**src/rtl/centroid_sequencer.sv**
```systemverilog
// Raster centroid sequencer: per-frame hit count and x/y coordinate sums feed one shared restoring divider (X, then Y).
// Latency: HOLD entered 2*SUM_WIDTH edges after the EOF edge (consumer first samples valid on EOF+2*SUM_WIDTH+1); empty frame enters HOLD on the EOF edge.
// Backpressure: result held in HOLD until position_ready; an EOF that arrives while not IDLE is discarded and frame_dropped pulses.
// Build option: define MEASURE_ROUND_EN to round the centroid to nearest (numerator = sum + count/2) instead of truncating.
module centroid_sequencer #(
    parameter int FRAME_WIDTH  = 640,
    parameter int FRAME_HEIGHT = 480,
    parameter int COORD_WIDTH  = 11,
    parameter int COLOR_WIDTH  = 10,
    parameter int COUNT_WIDTH  = 19,
    parameter int SUM_WIDTH    = 27
) (
    input  logic                   clk,
    input  logic                   reset,
    input  logic                   pixel_valid,
    input  logic [COLOR_WIDTH-1:0] delta_frame,
    output logic [COORD_WIDTH-1:0] x_position,
    output logic [COORD_WIDTH-1:0] y_position,
    output logic                   no_object,
    output logic                   position_valid,
    input  logic                   position_ready,
    output logic                   busy,
    output logic                   frame_dropped
);

    localparam int ITER_W = $clog2(SUM_WIDTH);
    localparam logic [COORD_WIDTH-1:0] X_LAST    = COORD_WIDTH'(FRAME_WIDTH - 1);
    localparam logic [COORD_WIDTH-1:0] Y_LAST    = COORD_WIDTH'(FRAME_HEIGHT - 1);
    localparam logic [ITER_W-1:0]      ITER_LAST = ITER_W'(SUM_WIDTH - 1);
    localparam logic [COORD_WIDTH-1:0] COORD_ONE = COORD_WIDTH'(1);
    localparam logic [ITER_W-1:0]      ITER_ONE  = ITER_W'(1);

    typedef enum logic [1:0] {IDLE, DIV_X, DIV_Y, HOLD} state_t;

    state_t                  state_q, state_d;
    logic [COORD_WIDTH-1:0]  x_q, x_d, y_q, y_d;
    logic [COUNT_WIDTH-1:0]  count_q, count_d;
    logic [SUM_WIDTH-1:0]    xsum_q, xsum_d, ysum_q, ysum_d;
    logic [SUM_WIDTH-1:0]    num_q, num_d, ynum_q, ynum_d;
    logic [COUNT_WIDTH-1:0]  den_q, den_d, rem_q, rem_d;
    logic [ITER_W-1:0]       iter_q, iter_d;
    logic [COORD_WIDTH-1:0]  xres_q, xres_d, xpos_q, xpos_d, ypos_q, ypos_d;
    logic                    no_obj_q, no_obj_d, drop_q, drop_d;

    logic                    hit, eof, x_last, y_last;
    logic [COUNT_WIDTH-1:0]  count_fin;
    logic [SUM_WIDTH-1:0]    xsum_fin, ysum_fin, xnum_fin, ynum_fin;
    logic [COUNT_WIDTH:0]    trial;
    logic                    ge;
    logic [COUNT_WIDTH-1:0]  rem_nxt;
    logic [SUM_WIDTH-1:0]    quo_nxt;

    // Raster walk and per-frame accumulation; the EOF pixel's own hit is folded into the *_fin values.
    always_comb begin
        hit       = pixel_valid && (&delta_frame);
        x_last    = (x_q == X_LAST);
        y_last    = (y_q == Y_LAST);
        eof       = pixel_valid && x_last && y_last;
        count_fin = count_q + COUNT_WIDTH'(hit);
        xsum_fin  = xsum_q + (hit ? SUM_WIDTH'(x_q) : '0);
        ysum_fin  = ysum_q + (hit ? SUM_WIDTH'(y_q) : '0);
`ifdef MEASURE_ROUND_EN
        xnum_fin  = xsum_fin + SUM_WIDTH'(count_fin >> 1);
        ynum_fin  = ysum_fin + SUM_WIDTH'(count_fin >> 1);
`else
        xnum_fin  = xsum_fin;
        ynum_fin  = ysum_fin;
`endif
        x_d     = x_q;
        y_d     = y_q;
        count_d = count_q;
        xsum_d  = xsum_q;
        ysum_d  = ysum_q;
        if (pixel_valid) begin
            x_d     = x_last ? '0 : x_q + COORD_ONE;
            y_d     = x_last ? (y_last ? '0 : y_q + COORD_ONE) : y_q;
            count_d = count_fin;
            xsum_d  = xsum_fin;
            ysum_d  = ysum_fin;
        end
        // Accumulators restart at every EOF, whether or not the frame is accepted.
        if (eof) begin
            count_d = '0;
            xsum_d  = '0;
            ysum_d  = '0;
        end
    end

    // Division sequencing: next state, divider step, and result capture on entry to HOLD.
    always_comb begin
        trial   = {rem_q, num_q[SUM_WIDTH-1]};
        ge      = (trial >= {1'b0, den_q});
        rem_nxt = COUNT_WIDTH'(ge ? (trial - {1'b0, den_q}) : trial);
        quo_nxt = {num_q[SUM_WIDTH-2:0], ge};

        state_d  = state_q;
        num_d    = num_q;
        ynum_d   = ynum_q;
        den_d    = den_q;
        rem_d    = rem_q;
        iter_d   = iter_q;
        xres_d   = xres_q;
        xpos_d   = xpos_q;
        ypos_d   = ypos_q;
        no_obj_d = no_obj_q;
        drop_d   = eof && (state_q != IDLE);

        case (state_q)
            IDLE: begin
                if (eof) begin
                    if (count_fin != '0) begin
                        num_d   = xnum_fin;
                        ynum_d  = ynum_fin;
                        den_d   = count_fin;
                        rem_d   = '0;
                        iter_d  = '0;
                        state_d = DIV_X;
                    end else begin
                        xpos_d   = '0;
                        ypos_d   = '0;
                        no_obj_d = 1'b1;
                        state_d  = HOLD;
                    end
                end
            end
            DIV_X: begin
                num_d  = quo_nxt;
                rem_d  = rem_nxt;
                iter_d = iter_q + ITER_ONE;
                // Last X bit: park the X quotient and restart the same divider on Y.
                if (iter_q == ITER_LAST) begin
                    xres_d  = COORD_WIDTH'(quo_nxt);
                    num_d   = ynum_q;
                    rem_d   = '0;
                    iter_d  = '0;
                    state_d = DIV_Y;
                end
            end
            DIV_Y: begin
                num_d  = quo_nxt;
                rem_d  = rem_nxt;
                iter_d = iter_q + ITER_ONE;
                if (iter_q == ITER_LAST) begin
                    xpos_d   = xres_q;
                    ypos_d   = COORD_WIDTH'(quo_nxt);
                    no_obj_d = 1'b0;
                    state_d  = HOLD;
                end
            end
            HOLD: begin
                if (position_ready) state_d = IDLE;
            end
            default: state_d = IDLE;
        endcase
    end

    // State register.
    always_ff @(posedge clk) begin
        if (reset) state_q <= IDLE;
        else       state_q <= state_d;
    end

    // Scan, operand, divider and output registers.
    always_ff @(posedge clk) begin
        if (reset) begin
            x_q      <= '0;
            y_q      <= '0;
            count_q  <= '0;
            xsum_q   <= '0;
            ysum_q   <= '0;
            num_q    <= '0;
            ynum_q   <= '0;
            den_q    <= '0;
            rem_q    <= '0;
            iter_q   <= '0;
            xres_q   <= '0;
            xpos_q   <= '0;
            ypos_q   <= '0;
            no_obj_q <= 1'b0;
            drop_q   <= 1'b0;
        end else begin
            x_q      <= x_d;
            y_q      <= y_d;
            count_q  <= count_d;
            xsum_q   <= xsum_d;
            ysum_q   <= ysum_d;
            num_q    <= num_d;
            ynum_q   <= ynum_d;
            den_q    <= den_d;
            rem_q    <= rem_d;
            iter_q   <= iter_d;
            xres_q   <= xres_d;
            xpos_q   <= xpos_d;
            ypos_q   <= ypos_d;
            no_obj_q <= no_obj_d;
            drop_q   <= drop_d;
        end
    end

    assign x_position     = xpos_q;
    assign y_position     = ypos_q;
    assign no_object      = no_obj_q;
    assign position_valid = (state_q == HOLD);
    assign busy           = (state_q != IDLE);
    assign frame_dropped  = drop_q;

endmodule

```
**config.mk**
```make
export PLATFORM = sky130hd
export DESIGN_NAME = centroid_sequencer
export DESIGN_NICKNAME = d
export VERILOG_FILES = /design/src/rtl/centroid_sequencer.sv
export SDC_FILE = /design/constraint.sdc
export NUM_CORES = 1
export LEC_CHECK = 0
export BUFFER_PORTS_ARGS = -buffer_cell sky130_fd_sc_hd__buf_4
export CAP_MARGIN = 30
export CELL_PAD_IN_SITES_DETAIL_PLACEMENT = 1
export CELL_PAD_IN_SITES_GLOBAL_PLACEMENT = 1
export CORE_UTILIZATION = 37
export CTS_BUF_LIST = sky130_fd_sc_hd__clkbuf_4
export DETAILED_ROUTE_END_ITERATION = 6
export PLACE_DENSITY_LB_ADDON = 0.1
export RECOVER_POWER = 100
export SYNTH_ARGS = -nofsm -noshare
export SYNTH_HDL_FRONTEND = slang
export SYNTH_SLANG_ARGS = --single-unit
```
**constraint.sdc**
```tcl
create_clock -name clk -period 7.5 [get_ports clk]
set_input_delay 1.125 -clock clk [delete_from_list [all_inputs] [get_ports clk]]
set_output_delay 1.125 -clock clk [all_outputs]
set_load 0.01 [all_outputs]
```
Word-level counts from Yosys, hierarchy flattened
Cells that the tools add are included.
{"block": "totals", "ff_bits": 229, "word_cells": 86}
{"block": "classes", "n_mux": 33, "reduce_logical": 17, "eq_ne": 12, "addsub": 7, "order_cmp": 1}
{"cell": "2-to-1 mux 11 bit", "n": 8}
{"cell": "2-to-1 mux 27 bit", "n": 3}
{"cell": "case mux 27 bit (3 select lines)", "n": 1}
{"cell": "2-to-1 mux 19 bit", "n": 4}
{"cell": "case mux 19 bit (3 select lines)", "n": 1}
{"cell": "adder 27 x 11 -> 27 bit", "n": 2}
{"cell": "case mux 11 bit (2 select lines)", "n": 2}
{"cell": "adder 11 x 1 -> 11 bit (second input constant)", "n": 2}
{"cell": ">= comparator 20 x 19 -> 1 bit", "n": 1}
{"cell": "adder 19 x 1 -> 19 bit", "n": 1}
{"cell": "nonzero test 19 bit", "n": 1}
{"cell": "subtractor 19 bit", "n": 1}
{"cell": "2-to-1 mux 5 bit", "n": 3}
{"cell": "case mux 5 bit (3 select lines)", "n": 1}
{"cell": "equality test 11 x 10 -> 1 bit (second input constant)", "n": 1}
{"cell": "equality test 11 x 9 -> 1 bit (second input constant)", "n": 1}
{"cell": "2-to-1 mux 2 bit", "n": 5}
{"cell": "!= test 2 bit (second input constant)", "n": 5}
{"cell": "AND reduction 10 bit", "n": 1}
{"cell": "case mux 2 bit (4 select lines)", "n": 1}
{"cell": "AND reduction 4 bit", "n": 2}
{"cell": "AND reduction 3 bit", "n": 2}
{"cell": "adder 5 x 1 -> 5 bit (second input constant)", "n": 1}
{"cell": "equality test 5 bit (second input constant)", "n": 1}
{"cell": "11 further kinds", "n": 19}

Depth between registers and ports, before layout
Gate-level depths: netlist of the first run.
{"block": "depth", "depth_word": 7, "ltp_mapped": 15}

Worst setup path after synthesis of the first run
No wires, ideal clock.
{"block": "synth_path", "path_type": "input -> register", "start": "input delta_frame[4]", "end": "register ypos_q[0], in the netlist y_position[0]", "setup_slack_ns": 3.153, "t_required_ns": 7.383, "arrival_ns": 4.230, "n_path_buf": 2, "cell_stages": 14, "path_cell_list": "nand4_1 > nor3_1 > clkbuf_1 > ha_1 > ha_1 > nand3_2 > nor3_1 > nand3_1 > a2111oi_2 > nand4_2 > mux2i_1 > a21oi_1 > buf_2 > a22o_1"}
{"block": "synth_via", "elab_chain_len": 6}
{"element": "start, declared", "line_no": "16", "source": "input logic [COLOR_WIDTH-1:0] delta_frame,"}
{"element": "AND reduction 10 bit", "line_no": "55", "source": "hit = pixel_valid && (&delta_frame);"}
{"element": "logical AND 1 bit", "line_no": "55"}
{"element": "adder 19 x 1 -> 19 bit", "line_no": "59", "source": "count_fin = count_q + COUNT_WIDTH'(hit);"}
{"element": "nonzero test 19 bit", "line_no": "111", "source": "if (count_fin != '0) begin"}
{"element": "!= test 2 bit (no source line)"}
{"element": "AND reduction 4 bit (no source line)"}
{"element": "end signal, assigned", "line_no": "194", "source": "ypos_q <= ypos_d;"}
{"element": "end, declared", "line_no": "42", "source": "logic [COORD_WIDTH-1:0] xres_q, xres_d, xpos_q, xpos_d, ypos_q, ypos_d;"}
Every way passes these cells.
A chain may end at the register's enable or synchronous reset.

Worst setup path after layout of the first run
{"block": "layout_path", "start": "input pixel_valid", "end": "register num_q[22]"}
{"block": "layout_via", "elab_chain_len": 6, "word_cells_on_any_way": 13}
{"element": "start, declared", "line_no": "15", "source": "input logic pixel_valid,"}
{"element": "logical AND 1 bit", "line_no": "55"}
{"element": "2-to-1 mux 11 bit", "line_no": "60", "source": "xsum_fin = xsum_q + (hit ? SUM_WIDTH'(x_q) : '0);"}
{"element": "adder 27 x 11 -> 27 bit", "line_no": "60"}
{"element": "2-to-1 mux 27 bit", "line_no": "111"}
{"element": "2-to-1 mux 27 bit", "line_no": "110", "source": "if (eof) begin"}
{"element": "case mux 27 bit (3 select lines)", "line_no": "108", "source": "case (state_q)"}
{"element": "end signal, assigned", "line_no": "187", "source": "num_q <= num_d;"}
{"element": "end, declared", "line_no": "39", "source": "logic [SUM_WIDTH-1:0] num_q, num_d, ynum_q, ynum_d;"}
Several ways; a longest one is shown, not always the timed one. The select of a mux whose other input is x is not followed.

==> impl_metrics.yaml, run 1 <==
placed_design:
  portBuffers: 39
  finalWeightedCongestion: 0.788
  hpwl_um: 25000
sta:
  max-slew-margin-rel: -1.58
  final-setup-viol-count: 0
  max_freq_ghz: 0.173
  hold_viol: 0
  period_share: 0.769
  tns_ns: 0
  rsz0062_at_grt: "no"
  slew_violations: 198
  finClkSkew_ns: 0.0429
  layout_min_cycle_time_ns: 5.77
  worst_pin_slew_ns: 3.86
worst_setup_path:
  critPathMaxStageDelay_ns: 0.86
  worst-endpoint-arrival_ns: 6.34
  cp_slowest_cell: "clkbuf_1"
  critPathCaptureType: "flop"
  critPathKind: "input port to flop"
  path_cells: "clkbuf_1 > nand4_1 > nor3_2 > buf_4 > ha_1 > ha_1 > nand3_1 > nor3_1 > nand3_1 > a2111oi_2 > nand4_2 > a21oi_2 > nor2_1 > buf_4 > a211oi_1"
  critPathBufInv: 3
  worstPathMaxFanout: 23
  cp.required_ns: 8.07
  path_delay_family: "simple AND/OR/NAND/NOR gates"
  startpoint_type: "input port"
clocking:
  cts.path.max_buffers: 3
  root_buffer: "clkbuf_4"
  cts.sinks: 229
  h-tree-depth: 3
  cts_resized: 0
  clk_latency_ns: 0.73
  post_cts_buffers: 0
  cts_made_buffers: 71
  cts_tree: "done"
  hold_buffers: 0
  clkTransAtPathRegs_ns: 0.07
synth:
  yosys.area_share.simple: 0.232
  syn-num-nets: 1619
  ys_top_cells_by_area: "dfxtp_1 (36%), nand2_1 (5.5%), ha_1 (5.1%), a21oi_1 (5.0%), xor2_1 (4.8%)"
  async_flop_share: 0
  avgSynthCellArea_sq_um: 8.19
  ys.warnings.count: 0
  synth_edf_count: 0
  synth.distinct_cells: 75
  synth_top_area_frac: 0.361
  synth_compound_area_frac: 0.185
  synth_seq_area_share: 0.361
  ys_seq_elements: 229
  ys.flop_type: "dfxtp_1"
  synthXorXnorAreaFrac: 0.0938
  synth_adder_area_share: 0.0560
  syn-cell-area_sq_um: 12700
  synth_mux_area_frac: 0.0246
  postSynthCellCount: 1550
  yosysTopAreaCell: "dfxtp_1"
  synth_top_family_by_area: "simple AND/OR/NAND/NOR gates"
final_layout:
  layout_common_cells: "dfxtp_1 (229), nand2_1 (186), nor2_1 (152)"
  final_common_cell: "dfxtp_1"
  regArea_sq_um: 4580
  area_delta_synth_final_pct: 10.3
  nets: 1658
  final_util: 0.417
  multi_input_area_sq_um: 7490
  nFillCells: 4106
  drive_gt1_frac: 0.102
routing:
  drc: 0
  route.vias.total: 11100
  ant_nets: 0
  via_per_inst: 5.32
  routed_wl_um: 35900
  wire_per_inst_um: 17.3
  dr.pass1.iters: 7
  dr.first_iter.drc_count: 503
power:
  p_leak_nw: 5.27
  ir_worst_vdd_mv: 0.110
  power.total_w: 0.00304
  powerDensity_nw_per_um2: 217
die:
  ios: 40
  die_y_um: 187
  dieArea_sq_um: 35100
  rows: 67
  core_sq_um: 33600
  initial_core_util: 0.378
  die_w_um: 187
outcome:
  status: "finished with violations"
  violations: "capacitance limit, slew limit"
global_route:
  grt_pass1_vias: 11300
  overflow: 0
  antenna_found_initial: 1
  grtUsageTotal: 0.209
  grt_max_degree: 82
  grt_pass1_wl_um: 59700
hold_path:
  hold_class: "flop to flop"
job:
  cap_violations: 3
through the flow:
step / cell area [sq um] / instances / hold slack [ns] / worst slack (ns)
after CTS: 14100 / 2076 / 0.454 / 2.58
final: 14000 / 2080 / 0.454 / 1.73
after detailed placement: 13300 / 1961 / 0.446 / 1.82
after global placement: 13300 / 1957 / 0.439 / 2.04
after floorplan: 12700 / 1550 / 0.426 / 3.15
after global routing: 14000 / 2080 / 0.468 / 1.17
layer usage:
layer	GRT usage	vias up	routed length, um
met3	0.0409	63	1340
met2	0.320	169	15500
met1	0.293	5285	18300
met4	0.0675	0	770
li1	-	5544	-
met5	0	-	0
cell families (layout without fill, tap and decap cells):
family / Yosys count / count (layout)
adder cells (fa/ha/maj): 55 / 55
flip-flops: 229 / 229
multiplexers: 31 / 31
other: 0 / 1
AO/OA/AOI/OAI: 357 / 357
XOR/XNOR: 136 / 136
AND/OR/NAND/NOR: 597 / 597
buffers and inverters: 145 / 226
power breakdown:
part | switching (W) | internal [W] | total (W)
Clock | 0.000563 | 0.000633 | 0.00120
Sequential | 0.0000417 | 0.00127 | 0.00131
Combinational | 0.000379 | 0.000158 | 0.000537
tightest hold or removal path, cell delays in order, from the launching register on:
cell and delay (ns):
dfxtp_1 0.31, nand2_1 0.05, a21oi_1 0.05
registers in the layout, indices dropped and copies added (netlist names), 19 cells and up:
register  cells
num_q        27
xsum_q       27
ynum_q       27
ysum_q       27
count_q      19
den_q        19
rem_q        19
synthesized netlist by cell type, types with 12 or more instances:
| cell | instances |
|---|---|
| dfxtp_1 | 229 |
| nand2_1 | 186 |
| nor2_1 | 152 |
| a21oi_1 | 127 |
| xor2_1 | 70 |
| xnor2_1 | 66 |
| nand3_1 | 63 |
| o21ai_0 | 54 |
| clkbuf_1 | 53 |
| ha_1 | 52 |
| inv_1 | 52 |
| and2_1 | 37 |
| nor3_1 | 30 |
| mux2i_1 | 29 |
| buf_2 | 27 |
| nand4_1 | 27 |
| a211oi_1 | 26 |
| a22o_1 | 24 |
| and3_1 | 20 |
| a21o_1 | 16 |
| or3_1 | 16 |
| nand2b_1 | 12 |
| o21ai_1 | 12 |
cell type report:
class                   count  share of cell area
repair buffers             58              0.0233
clock inverters            17             0.00724
well taps                 448              0.0400
inverters                  53              0.0142
clock buffers              98              0.0525
multi-input cells        1176               0.535
diodes                      1            0.000179
flip-flops and latches    229               0.327
path summary, 6_finish.rpt:
kind	from	end	slack (ns)	cells after the start
max	pixel_valid	num_q[22]	1.73	15
min	den_q[1]	den_q[1]	0.45	2
max reg2reg	x_q[0]	count_q[13]	2.80	8
min reg2reg	den_q[1]	den_q[1]	0.45	2
No activity file was read; power rests on OpenSTA's default activity.
==> inputs of run 2 (changes only) <==
- ABC_AREA: unset -> 1
- clock period: 7.5 -> 5.3 ns (I/O delays scaled with it)
==> run 2 against run 1 <==
  * The run still ends with capacitance limit, slew limit left
  * Area after synthesis up 4.2%
  * First-iteration DRC count grew 20%
  * Count of clock-buffer cells in the layout fell by 1
  * Register-to-register slack worse by 1.5 ns
  * Clock skew grew 0.00097 ns
  * Die area grew 4.2%
  * Synthesized cell count is 28% higher
  * Worst hold slack improved by 0.0063 ns
  * Clock power increased by 51%
  * Non-clock buffer count down 2
  * Design area grew 4.1%
  * Sequential share of layout area decreased by 1.3 points
  * Critical path type unchanged
==> impl_metrics.yaml, run 2 <==
job:
  cap_violations: 2
hold_path:
  hold_class: "flop to flop"
  min_to: "x_position[9]"
  min_from: "x_position[9]"
  hold_path_depth: 2
synth:
  ys.warnings.count: 0
  synth.most_common_cell: "nand2_1"
  yosysTopAreaCell: "dfxtp_1"
  postSynthCellCount: 1988
  ys_seq_elements: 229
  async_flop_share: 0
  ys.flop_type: "dfxtp_1"
  ys_top_cells_by_area: "dfxtp_1 (35%), nand2_1 (12%), nor2_1 (8.7%), inv_1 (6.5%), a21oi_1 (6.0%)"
  avgSynthCellArea_sq_um: 6.66
  synth_seq_area_share: 0.346
  ys_top_cells_by_count: "nand2_1 (415), nor2_1 (306), dfxtp_1 (229)"
  syn-cell-area_sq_um: 13200
  synth_top_area_frac: 0.346
  synth.distinct_cells: 50
  synth_edf_count: 0
  syn-num-nets: 2057
clocking:
  cts_resized: 0
  clk_latency_ns: 0.74
  cts_tree: "done"
  cts_made_buffers: 70
  h-tree-depth: 3
  cts.path.max_buffers: 3
  root_buffer: "clkbuf_4"
  post_cts_buffers: 0
  cts.sinks: 229
  hold_buffers: 0
  clkTransAtPathRegs_ns: 0.06
sta:
  layout_min_cycle_time_ns: 4.49
  whs_ns: 0.460
  slew_violations: 89
  finClkSkew_ns: 0.0439
  final-setup-viol-count: 0
  max-slew-margin-rel: -0.610
  rsz0062_at_grt: "no"
  hold_viol: 0
  period_share: 0.846
  max_freq_ghz: 0.223
  timing.final.ws_setup_ns: 0.814
  worst_pin_slew_ns: 2.41
  tns_ns: 0
routing:
  ant_nets: 0
  via_per_inst: 5.14
  drc: 0
  dr.first_iter.drc_count: 602
  wire_per_inst_um: 17.2
  route.vias.total: 13000
  dr.pass1.iters: 4
  routed_wl_um: 43500
worst_setup_path:
  ff2ff_path_depth: 13
  cp_slowest_cell: "inv_2"
  cp_common_cell: "nor2_1"
  worst-endpoint-arrival_ns: 5.13
  r2r-end: "num_q[2]"
  path_cells: "clkbuf_1 > nand4_1 > or2_2 > nor4_1 > ha_1 > ha_1 > nand3_1 > nor2_1 > nand2_1 > xor2_1 > nand3_1 > nor2_4 > nand3_1 > nand2_4 > nor2_1 > inv_2 > nor2_1 > nor2_1"
  critPathKind: "input port to flop"
  critPathMaxStageDelay_ns: 0.55
  critPathCaptureType: "flop"
  cp.required_ns: 5.94
  r2r_start: "iter_q[0]"
  worstPathMaxFanout: 40
  startpoint_type: "input port"
  ff2ff_setup_slack_ns: 1.33
placed_design:
  finalWeightedCongestion: 0.846
  portBuffers: 39
  hpwl_um: 31800
  pre_cts_ws_ns: 0.103
global_route:
  grt_pass1_vias: 13400
  grt_pass1_wl_um: 70200
  grtUsageTotal: 0.244
  antenna_found_initial: 1
  grt_max_degree: 86
  overflow: 0
die:
  dieArea_sq_um: 36500
  rows: 68
  ios: 40
  initial_core_util: 0.379
  core_sq_um: 34900
  die_y_um: 191
  die_w_um: 191
outcome:
  status: "finished with violations"
  violations: "capacitance limit, slew limit"
final_layout:
  final_common_cell: "nand2_1"
  nets: 2102
  layout_common_cells: "nand2_1 (415), nor2_1 (308), inv_1 (231)"
  final_util: 0.418
  drive_gt1_frac: 0.0780
  area_delta_synth_final_pct: 10.1
power:
  powerDensity_nw_per_um2: 404
  p_leak_nw: 6.55
  ir_worst_vdd_mv: 0.226
[run 2: stage by stage]
step	power, W	instance area, sq um	std cells
2_1_floorplan	0.00357	13200	1988
3_3_place_gp	0.00409	13800	2415
3_5_place_dp	0.00413	13900	2416
4_1_cts	0.00599	14700	2533
5_1_grt	0.00635	14600	2534
6_report	0.00589	14600	2534
[run 2: kinds of logic after synthesis]
family / after synthesis / synth area share
compound gates: 391 / 0.164
xor+xnor: 56 / 0.0371
fa+ha+maj: 55 / 0.0537
buf+inv: 321 / 0.0983
flops: 229 / 0.346
simple gates: 936 / 0.301
[run 2: report_power, final]
| part | total [W] | internal [W] | switching, W |
|---|---|---|---|
| logic | 0.00207 | 0.000593 | 0.00148 |
| registers | 0.00200 | 0.00187 | 0.000136 |
| clock network | 0.00181 | 0.000985 | 0.000828 |
[run 2: worst max-delay path by stage]
stage / start / end / slack, ns / depth (start not counted)
after floorplan: delta_frame[9] / ysum_q[24] / 1.45 / 17
after global placement: pixel_valid / ysum_q[24] / 0.25 / 19
after detailed placement: pixel_valid / ysum_q[24] / 0.10 / 19
after CTS: pixel_valid / ysum_q[24] / 0.92 / 19
after global routing: pixel_valid / num_q[2] / 0.31 / 19
final: pixel_valid / den_q[4] / 0.81 / 18
[run 2: area by class of cell]
class,count,area (sq um)
Multi-Input combinational cell,1438,7320
Inverter,238,893
Timing Repair Buffer,56,322
Tap cell,455,569
Sequential cell,229,4580
Fill cell,4632,20300
Antenna cell,1,2.50
Clock inverter,20,159
Clock buffer,97,728
[run 2: metal layers]
metal,GRT usage,share of wire,up-vias
met5,0,0,-
met3,0.0422,0.030,94
li1,-,-,6594
met2,0.416,0.47,171
met4,0.0925,0.034,0
met1,0.305,0.46,6154
[run 2: critical path: cells and delay by family]
family | cells | cell delay (ns)
buffers and inverters | 2 | 0.71
adder cells (fa/ha/maj) | 2 | 0.58
XOR/XNOR | 1 | 0.26
AND/OR/NAND/NOR | 13 | 2.78
